==> config.mk <==
export PLATFORM = sky130hd
export DESIGN_NAME = i2s_tx
export DESIGN_NICKNAME = d
export VERILOG_FILES = /design/src/rtl/i2s_tx.sv
export SDC_FILE = /design/constraint.sdc
export NUM_CORES = 1
export LEC_CHECK = 0
export ABC_AREA = 1
export BUFFER_PORTS_ARGS = -buffer_cell sky130_fd_sc_hd__clkbuf_2
export CAP_MARGIN = 15
export CORE_UTILIZATION = 55
export DETAILED_ROUTE_END_ITERATION = 8
export MAX_ROUTING_LAYER = met4
export PLACE_DENSITY = 0.81
export REMOVE_ABC_BUFFERS = 1
export SETUP_SLACK_MARGIN = 0.1
export SKIP_LAST_GASP = 1
export SYNTH_ARGS = -nofsm -noshare
export SYNTH_HDL_FRONTEND = slang
export SYNTH_SLANG_ARGS = --single-unit
export TNS_END_PERCENT = 20
==> constraint.sdc <==
create_clock -name clk -period 2 [get_ports clk]
set_input_delay 0.4 -clock clk [delete_from_list [all_inputs] [get_ports clk]]
set_output_delay 0.4 -clock clk [all_outputs]
set_load 0.02 [all_outputs]
==> src/rtl/i2s_tx.sv <==
// Philips-format I2S transmitter: one-entry holding register with saturation to the
// slot width, self-generated BCLK/LRCLK, and the same word sent on left and right.
module i2s_tx #(
    parameter int unsigned CLK_DIV   = 4,
    parameter int unsigned IN_WIDTH  = 17,
    parameter int unsigned OUT_WIDTH = 16
) (
    input  logic                       clk,
    input  logic                       rst,
    input  logic                       en,
    input  logic signed [IN_WIDTH-1:0] sample,
    input  logic                       sample_valid,
    output logic                       sample_ready,
    output logic                       i2s_bclk,
    output logic                       i2s_lrclk,
    output logic                       i2s_data,
    output logic                       frame_start,
    output logic                       underrun
);

    localparam int unsigned FRAME_BITS = 2 * OUT_WIDTH;
    localparam int unsigned DIV_W      = (CLK_DIV > 1) ? $clog2(CLK_DIV) : 1;
    localparam int unsigned BIT_W      = $clog2(FRAME_BITS);

    localparam logic [DIV_W-1:0]     DIV_LAST    = DIV_W'(CLK_DIV - 1);
    localparam logic [BIT_W-1:0]     BIT_LAST    = BIT_W'(FRAME_BITS - 1);
    localparam logic [BIT_W-1:0]     RIGHT_FIRST = BIT_W'(OUT_WIDTH);
    localparam logic [OUT_WIDTH-1:0] SAT_POS     = {1'b0, {(OUT_WIDTH-1){1'b1}}};
    localparam logic [OUT_WIDTH-1:0] SAT_NEG     = {1'b1, {(OUT_WIDTH-1){1'b0}}};

    logic [DIV_W-1:0]            div_cnt;
    logic [BIT_W-1:0]            bit_cnt;
    logic [BIT_W-1:0]            next_bit;
    logic                        tick;
    logic                        fall;
    logic                        load;
    logic                        accept;
    logic [OUT_WIDTH-1:0]        hold;
    logic                        hold_full;
    logic [OUT_WIDTH-1:0]        last_word;
    logic [OUT_WIDTH-1:0]        slot_word;
    logic [FRAME_BITS-1:0]       shreg;
    logic [IN_WIDTH-OUT_WIDTH:0] sign_bits;
    logic [OUT_WIDTH-1:0]        sat;

    // In range exactly when every bit above the slot's sign bit matches it.
    always_comb begin
        sign_bits = sample[IN_WIDTH-1:OUT_WIDTH-1];
        if ((&sign_bits) || !(|sign_bits)) begin
            sat = sample[OUT_WIDTH-1:0];
        end else if (sample[IN_WIDTH-1]) begin
            sat = SAT_NEG;
        end else begin
            sat = SAT_POS;
        end
    end

    always_comb begin
        tick      = en && (div_cnt == DIV_LAST);
        fall      = tick && i2s_bclk;
        next_bit  = (bit_cnt == BIT_LAST) ? '0 : bit_cnt + BIT_W'(1);
        load      = fall && (bit_cnt == BIT_LAST);
        accept    = sample_valid && !hold_full;
        slot_word = hold_full ? hold : last_word;
    end

    assign sample_ready = !hold_full;

    always_ff @(posedge clk) begin
        if (rst) begin
            div_cnt  <= '0;
            i2s_bclk <= 1'b0;
        end else if (en) begin
            div_cnt <= tick ? '0 : div_cnt + DIV_W'(1);
            if (tick) begin
                i2s_bclk <= !i2s_bclk;
            end
        end
    end

    // The shift register's MSB is always the next bit to drive, so after 31 shifts
    // it holds the old right-channel LSB exactly when the new word is loaded; that
    // gives the one-BCLK I2S data delay without a separate delay stage.
    always_ff @(posedge clk) begin
        if (rst) begin
            bit_cnt   <= BIT_LAST;
            i2s_lrclk <= 1'b1;
            i2s_data  <= 1'b0;
            shreg     <= '0;
        end else if (fall) begin
            bit_cnt   <= next_bit;
            i2s_lrclk <= (next_bit >= RIGHT_FIRST);
            i2s_data  <= shreg[FRAME_BITS-1];
            if (load) begin
                shreg <= {slot_word, slot_word};
            end else begin
                shreg <= {shreg[FRAME_BITS-2:0], 1'b0};
            end
        end
    end

    always_ff @(posedge clk) begin
        if (rst) begin
            hold      <= '0;
            hold_full <= 1'b0;
            last_word <= '0;
        end else begin
            if (load && hold_full) begin
                last_word <= hold;
            end
            if (accept) begin
                hold      <= sat;
                hold_full <= 1'b1;
            end else if (load) begin
                hold_full <= 1'b0;
            end
        end
    end

    always_ff @(posedge clk) begin
        if (rst) begin
            frame_start <= 1'b0;
            underrun    <= 1'b0;
        end else begin
            frame_start <= load;
            underrun    <= load && !hold_full;
        end
    end

endmodule

==> results of run 1 <==
## cell type report
class	instances	area, µm²
Clock buffer	11	141
Clock inverter	5	75.1
Fill cell	535	2110
Inverter	38	145
Multi-Input combinational cell	351	1620
Sequential cell	76	1520
Tap cell	75	93.8
Timing Repair Buffer	37	243
## state kept, by name, summed over array words and instances, names as in the netlist
signal and cells:
bit_cnt 4, div_cnt 2, frame_start 1, hold 16, hold_full 1, i2s_bclk 1, i2s_data 1, i2s_lrclk 1
last_word 16, shreg 32, underrun 1
## per-stage QoR
stage / worst slack (ps) / hold WS (ps) / power (mW)
after detailed placement: 258 / 458 / 1.79
after global routing: 99.6 / 281 / 3.13
after CTS: 234 / 280 / 3.04
final: 286 / 283 / 3.03
after floorplan: -608 / 434 / 1.72
after global placement: 355 / 453 / 1.78
## what timing repair did
action | 4_1_cts | 5_1_grt
hold buffers | 0 | 0
gates resized for setup | 0 | 3
endpoints found under the setup margin | 0 | 32
buffers inserted | 0 | 1
## synthesized netlist by cell type
| library cell | instances |
|---|---|
| nand2_1 | 170 |
| dfxtp_1 | 76 |
| nand3_1 | 67 |
| nor2_1 | 41 |
| inv_1 | 35 |
| a21oi_1 | 21 |
| nand3b_1 | 16 |
| o21ai_0 | 13 |
| clkbuf_1 | 12 |
| buf_2 | 8 |
| buf_1 | 6 |
| o21ai_1 | 6 |
| ha_1 | 5 |
| buf_4 | 3 |
| inv_2 | 2 |
| nand2_2 | 2 |
| nand4_1 | 2 |
| nor2_2 | 2 |
| nor2_8 | 2 |
| nor3_1 | 2 |
| a211oi_1 | 1 |
| buf_6 | 1 |
| inv_4 | 1 |
| o31ai_1 | 1 |
## power breakdown
part | internal (mW) | leakage (nW) | switching, mW
logic | 0.0669 | 1.27 | 0.119
clock network | 0.731 | 0.113 | 0.544
registers | 1.55 | 0.616 | 0.0240
## worst max-delay path, cell delays in order, from the launching register on
cell	delay (ps)
dfxtp_1	380
ha_1	190
nand2_1	70
nor2_1	100
ha_2	220
inv_2	60
nor2_4	170
clkbuf_16	210
nand3b_1	80
nand2_1	70
nor2_1	50
## layer usage
| layer | share of wire, % | GRT usage (%) |
|---|---|---|
| met1 | 47 | 30.0 |
| met3 | 4.3 | 5.62 |
| met2 | 47 | 37.1 |
| met4 | 1.4 | 10.2 |
| met5 | 0 | - |
## worst max-delay path by stage
stage          startpoint  slack [ps]      endpoint
5_1_grt        bit_cnt[1]         100      shreg[4]
2_1_floorplan  div_cnt[0]        -610     shreg[16]
3_3_place_gp   bit_cnt[0]         360     shreg[29]
4_1_cts        bit_cnt[0]         230     shreg[11]
3_5_place_dp   bit_cnt[0]         260     shreg[23]
6_report       bit_cnt[1]         290  last_word[4]
## cell families (layout without fill, tap and decap cells)
kind of cell,count (synthesis),in the layout
compound gates,42,42
flops,76,76
simple gates,304,304
fa+ha+maj,5,5
buf+inv,68,91
==> run metrics, run 1 <==
# IOs 27; Avg Cell Area, Syn roughly 6.9 µm²; final setup fails 0; Adder-Cell Fraction of Synth Area approximately 1.8%; Cell Area, Synth between 0.003 and 0.004 mm²; H-tree depth 3; initial drt markers around 250; final core utilization approximately 64%; total CTS buffers 9; min Tclk post-route ~1700 ps; GP Congestion 0.767; Synth Area in Simple Gates roughly 39%; routed vias 3096; final non-filler cell area 0.00384 mm²; Hold Crit Class in2reg; drt wl/cell roughly 12 µm; worst vdd ir 0.538 mV; final WL just under 7000 µm; first-pass GRT wire length 12000 µm; diode count 0; Area after DPL roughly 0.0036 mm²; flops & latches, synth 76; Crit. End Element register; Highest Clock Rate roughly 0.6 GHz; leakage ~2 nW; Slew @ Worst Pin around 570 ps; hold path start sample[9]; most frequent cells in the layout nand2_1 (170), dfxtp_1 (75), nand3_1 (67); clk root buf clkbuf_8; Yosys top cell area share between 40% and 50%; Compound-Gate Fraction of Synth Area approximately 6.3%; ANT nets after route 0; placed insts between 500 and 600; MaxCap Viol Count 0; r2r setup slk roughly 290 ps; drc violations 0; clk slew on worst S/H paths about 80 ps; CP Data Arrival Time between 1500 and 2000 ps; Setup TNS 0 ps; multiplexer area fraction after synthesis 0%; main combinational cell family by area after synthesis simple AND/OR/NAND/NOR gates; post-DR vias/cell 5.22; worst rel slew slack 62.1%; drt first pass iters 5; worst skew pair latency about 340 ps; RSZ-0062 raised after global routing no; commonest non-fill, non-tap cell in the layout nand2_1; total track usage around a quarter; Chip Height 80.9 µm; initial antenna violation count 0; CP startpoint kind register; hold depth 3; num rows 28; ranking of synthesized cells by area dfxtp_1 (44%), nand2_1 (19%), nand3_1 (9.8%), nor2_1 (4.5%), inv_1 (3.8%); PD cells just under 800 mW/mm²; Worst R2R Start bit_cnt[1]; Detail Placement HPWL between 4000 and 5000 µm; Final Skew around 9.7 ps; CTS max path bufs 2; final hold vios 0; starting density of the core between 50% and 60%; status finished, final reports clean; reg2reg end last_word[4]; core area between 0.005 and 0.006 mm²; Crit path required time ~2200 ps; pin count of the biggest net entering global routing 42; Ys Warns 0; Netlist cell types 24; Worst R2R Path Depth 10; XOR/XNOR Fraction of Synth Area 0%; Layout area overhead 12.3%; TritonCTS clock tree built; Synth area leader dfxtp_1; Final Max Slew Viols 0; critical path type reg2reg; CTS Sinks 76; total grt overflow 0; CP max FO 16; share of cells above drive strength 1 12.2%; Hold Path Sink hold[9]; buffers added on ports 26; Die ar. 0.00654 mm²; fin crit share between 80% and 90%; Final nets roughly 540; number of global-route vias before repair 2830; register area share after synthesis around 44%; Die Width between 80 and 90 µm; Synth Instances roughly 500; final cell count without fillers about 600
Note: power is estimated with default switching activity, not from simulation.
==> inputs of run 2 (changes only) <==
Settings changed: CORE_MARGIN set to 1.5, REMOVE_ABC_BUFFERS 1 to not set.
==> run 2 against run 1 <==
  * Routed wire length is 3.5% higher
  * Cell count down 0.17%
  * Total power decreased by 4.4%
  * Via count decreased by 2.6%
  * Die area rose by 2.5%
  * Register-to-register slack worse by 20 ps
  * First-iteration DRC count is 15% lower
  * Maximum frequency decreased by 1.0%
  * Clock-buffer cell count increased by 2
  * Critical path type unchanged
  * Largest power group unchanged
==> run metrics, run 2 (synthesis results as in run 1) <==
critical path startpoint bit_cnt[0]; Slew @ Worst Pin 545 ps (-23.4 ps); PD cells 758 mW/mm² (-3.9%); Crit path required time 2300 ps (+60 ps); pin count of the biggest net entering global routing 38 (-9.5%); Final Max Slew Viols 0 (unchanged); share of cells above drive strength 1 11.8% (-0.36 points); total CTS buffers 9 (unchanged); Final Skew 6.79 ps (-2.87 ps); Biggest register shreg; final hold vios 0 (unchanged); H-tree depth 3 (unchanged); initial drt markers 216 (-15%); hold path start sample[0]; reg2reg end shreg[28]; r2r setup slk 270 ps (-20 ps); max reg flops 32 (unchanged); total track usage 25.1% (+1.1 points); syn_nets 521; worst skew pair latency 350 ps (about the same); RSZ-0062 raised after global routing no; drt wl/cell 12.2 µm (+3.7%); worst vdd ir 0.483 mV (-10%); leakage 1.99 nW (-0.67%); GP Congestion 0.758 (-1.1%); final setup fails 0 (unchanged); Layout area overhead 11.7%; Setup TNS 0 ps (unchanged); drc violations 0 (unchanged); worst rel slew slack 63.6% (+1.6 points); drt first pass iters 4 (-1); critical path type reg2reg; Hold Path Sink hold[0]; MaxCap Viol Count 0 (unchanged); minimum hold slack 264 ps (-18.3 ps); CTS max path bufs 2 (unchanged); commonest non-fill, non-tap cell in the layout nand2_1; Crit. End Element register; min Tclk post-route 1730 ps (+17.3 ps); ANT nets after route 0 (unchanged); final WL 7200 µm (+3.5%); Chip Height 81.9 µm (+1.2%); Detail Placement HPWL 4590 µm (+3.0%); initial antenna violation count 0 (unchanged); routed vias 3014 (-2.6%); hold depth 3 (unchanged); # IOs 27 (unchanged); first-pass GRT wire length 12600 µm (+4.8%); total grt overflow 0 (unchanged); Highest Clock Rate 0.578 GHz (-1.0%); post-CTS setup buffer count 0 (unchanged); Hold Crit Class in2reg; status finished, final reports clean; core area 0.00596 mm² (unchanged); buffers added on ports 26 (unchanged); CP Data Arrival Time 2030 ps (+80 ps); CTS Sinks 76 (unchanged); Area after DPL 0.00360 mm² (+0.56%); Die Width 81.9 µm (+1.2%); CP startpoint kind register; largest registers shreg x32, hold x16, last_word x16; clk root buf clkbuf_8; clk slew on worst S/H paths 70 ps (about the same); Worst R2R Start bit_cnt[0]; number of global-route vias before repair 2809 (-0.74%); fillcell total 533 (-0.37%); most frequent cells in the layout nand2_1 (170), dfxtp_1 (74), nand3_1 (67); CP max FO 16 (unchanged); Die ar. 0.00670 mm² (+2.5%); Final nets 539 (unchanged); fin crit share 86.5% (+0.86 points); post-DR vias/cell 5.09 (-2.5%); num rows 28 (unchanged); final non-filler cell area 0.00382 mm² (-0.49%); diode count 0 (unchanged); TritonCTS clock tree built; starting density of the core 57.4% (unchanged); Worst R2R Path Depth 11 (+1)
run 2: changes by cell type in the layout (fill, tap and decap cells not counted), sizes merged:
cell,delta
clkbuf,+2
bufinv,-1
clkinv,-2
run 2: per-stage QoR:
step | setup WS, ps | utilization, % | power (mW) | instances
after global routing | 132 | 64.2 | 3.00 | 592
final | 269 | 64.2 | 2.90 | 592
after global placement | 356 | 60.5 | 1.79 | 576
after floorplan | 391 | - | 1.73 | 495
after CTS | 180 | 63.6 | 2.91 | 591
after detailed placement | 245 | 60.5 | 1.80 | 576
run 2: critical path, cell delays in order (launching register included):
cell	delay [ps]
dfxtp_2	370
ha_1	180
nand2_1	70
nor2_1	100
ha_2	230
inv_2	60
nor2_4	190
buf_12	170
nand2_1	90
nand3_1	90
nand2_1	60
inv_1	50
run 2: metal layers:
layer  vias up  GRT usage [%]  wire [µm]
li1       1603              -          -
met1      1339           30.8       3270
met2        64           40.3       3480
met3         8           5.11        350
met4         0           10.0        103
met5         -              -          0
run 2: how the worst max path moves through the flow:
stage / to / slack [ps] / cells after the start
after global routing: shreg[28] / 130 / 11
after global placement: shreg[28] / 360 / 11
after CTS: shreg[1] / 180 / 11
final: shreg[28] / 270 / 11
after floorplan: last_word[1] / 390 / 10
after detailed placement: shreg[8] / 250 / 11
run 2: final cells by class:
cell class,count,area [µm²],area share (%)
Clock inverter,2,35.0,0.917
Multi-Input combinational cell,351,1620,42.4
Timing Repair Buffer,37,255,6.68
Inverter,38,145,3.80
Clock buffer,13,149,3.90
Sequential cell,76,1520,39.9
Tap cell,75,93.8,2.45
run 2: power by group:
part	leakage, nW	switching (mW)	total, mW	internal [mW]
logic	1.28	0.120	0.191	0.0710
registers	0.616	0.0244	1.57	1.55
clock network	0.0935	0.533	1.14	0.604
total	1.99	0.677	2.90	2.22
run 2: timing repair:
item	4_1_cts	5_1_grt
endpoints found under the setup margin	0	16
gates resized for setup	0	4
hold buffers	0	0
==> inputs of run 3 (changes only) <==
Settings changed: CORE_UTILIZATION 55 to 59, PLACE_DENSITY 0.81 to 0.86.
==> run 3 against run 2 <==
  * Flip-flop and latch count did not move
  * Combinational power barely moved
  * Non-clock buffer count did not move
  * Global-route usage rose by 0.18 points
  * Maximum frequency rose by 1.1%
  * First-iteration DRC count fell by 24%
  * Largest cell class unchanged
==> run metrics, run 3 (synthesis results as in run 1) <==
status finished, final reports clean; CP Data Arrival Time 2010 ps (-20 ps); total CTS buffers 9 (unchanged); final setup fails 0 (unchanged); drc violations 0 (unchanged); RSZ-0062 raised after global routing no; Die ar. 0.00626 mm² (-6.5%); Final nets 539 (unchanged); drt wl/cell 11.9 µm (-1.7%); starting density of the core 61.7% (+4.3 points); CTS Sinks 76 (unchanged); commonest non-fill, non-tap cell in the layout nand2_1; top sig layer met4; Layout area overhead 11.0%; syn_nets 521 (unchanged); met2 routed WL 3390 µm (-2.4%); total track usage 25.3% (+0.18 points); initial antenna violation count 0 (unchanged); buffers added on ports 26 (unchanged); max reg flops 32 (unchanged); Chip Height 79.1 µm (-3.3%); number of global-route vias before repair 2849 (+1.4%); critical path type reg2reg; CP max FO 32 (+16); Clock Power Share 38.6% (-0.6 points); total chip power 2.87 mW (-0.91%); Sw Ratio 24.7% (+1.3 points); pin count of the biggest net entering global routing 37 (-2.6%); routed vias 3104 (+3.0%); Detail Placement HPWL 4630 µm (+0.87%); H-tree depth 3 (unchanged); worst skew pair latency 350 ps (about the same); leakage 1.99 nW (about the same); Slew @ Worst Pin 547 ps (+2.35 ps); final hold vios 0 (unchanged); clk slew on worst S/H paths 80 ps (about the same); WL met3 273 µm (-22%); Final Skew 7.60 ps (+0.804 ps); drt first pass iters 5 (+1); Final Max Slew Viols 0 (unchanged); min Tclk post-route 1710 ps (-19.3 ps); Area after DPL 0.00361 mm² (+0.10%); TritonCTS clock tree built; clk root buf clkbuf_8; total grt overflow 0 (unchanged); sequential share of power 54.7% (+0.5 points); ANT nets after route 0 (unchanged); most frequent cells in the layout nand2_1 (170), dfxtp_1 (75), nand3_1 (67); minimum hold slack 266 ps (+1.97 ps); first-pass GRT wire length 12300 µm (-2.3%); Hold Crit Class in2reg; worst rel slew slack 63.5% (-0.16 points); initial drt markers 165 (-24%); Internal 2.16 mW (-2.6%); Psw 0.708 mW (+4.6%); worst vdd ir 0.766 mV (+59%); combinational share of power 6.7% (about the same); M1 wire length 3260 µm (-0.37%); share of cells above drive strength 1 12.4% (+0.56 points); Crit. End Element register; GP Congestion 0.778 (+2.6%); diode count 0 (unchanged); fin crit share 85.6% (-0.96 points); PD cells 756 mW/mm² (-0.29%); Post-CTS Hold Buffers 0 (unchanged); final core utilization 68.6% (+4.4 points); MaxCap Viol Count 0 (unchanged); Highest Clock Rate 0.584 GHz (+1.1%); post-DR vias/cell 5.26 (+3.3%); num rows 27 (-3.6%); Setup TNS 0 ps (unchanged); Die Width 79.1 µm (-3.3%); Biggest register shreg; CTS max path bufs 2 (unchanged); final non-filler cell area 0.00380 mm² (-0.62%); Crit path required time 2300 ps (about the same); final WL 7050 µm (-2.0%); # IOs 27 (unchanged); largest registers shreg x32, hold x16, last_word x16; fillcell total 472 (-11%); post-CTS setup buffer count 0 (unchanged); CP startpoint kind register; core area 0.00554 mm² (-7.0%)
[run 3: changes by cell type in the layout (fill, tap and decap cells not counted), sizes merged]
cell | before | now
clkinv | 1 | 3
bufinv | 1 | 0
clkinvlp | 0 | 1
buf | 10 | 11
clkbuf | 40 | 38
[run 3: what timing repair did]
| action | CTS | global route |
|---|---|---|
| endpoints found under the setup margin | 0 | 39 |
| endpoints found under the hold margin | 0 | 0 |
| resized for setup | 0 | 2 |
[run 3: layout make-up]
cell class	instances	area [µm²]	area share, %
Clock buffer	12	165	4.35
Clock inverter	4	22.5	0.593
Inverter	38	145	3.82
Multi-Input combinational cell	351	1620	42.5
Sequential cell	76	1520	40.1
Tap cell	72	90.1	2.37
Timing Repair Buffer	37	238	6.26
[run 3: worst max-delay path, stage by stage (launching register included)]
cell	delay, ps
dfxtp_1	370
ha_1	180
nand2_1	70
nor2_1	100
ha_2	220
inv_2	50
nor2_2	160
buf_12	200
nand2_1	110
nand3_1	90
nand2_1	60
inv_1	40
[run 3: path summary, 6_finish.rpt]
path | from | endpoint | slack (ps) | cells past startpoint
min | sample[0] | hold[0] | 270 | 3
max reg2reg | bit_cnt[1] | shreg[23] | 290 | 11
max | bit_cnt[1] | shreg[23] | 290 | 11
min reg2reg | i2s_data | i2s_data | 480 | 2
[run 3: layer usage]
metal	GRT usage (%)	vias to the layer above
met5	-	-
met4	11.6	0
met3	4.37	14
met2	42.0	75
met1	29.9	1410
li1	-	1605
[run 3: per-stage QoR]
stage / std cells / worst slack, ps
floorplan: 495 / 391
global placement: 574 / 346
detailed placement: 574 / 289
CTS: 590 / 210
global route: 590 / 114
finish: 590 / 288
[run 3: power groups by stage]
stage	logic (mW)	clock network (mW)	registers, mW
after floorplan	0.136	0	1.60
after detailed placement	0.190	0	1.60
after global placement	0.186	0	1.60
final	0.192	1.11	1.57
after global routing	0.218	1.18	1.57
after CTS	0.192	1.11	1.57
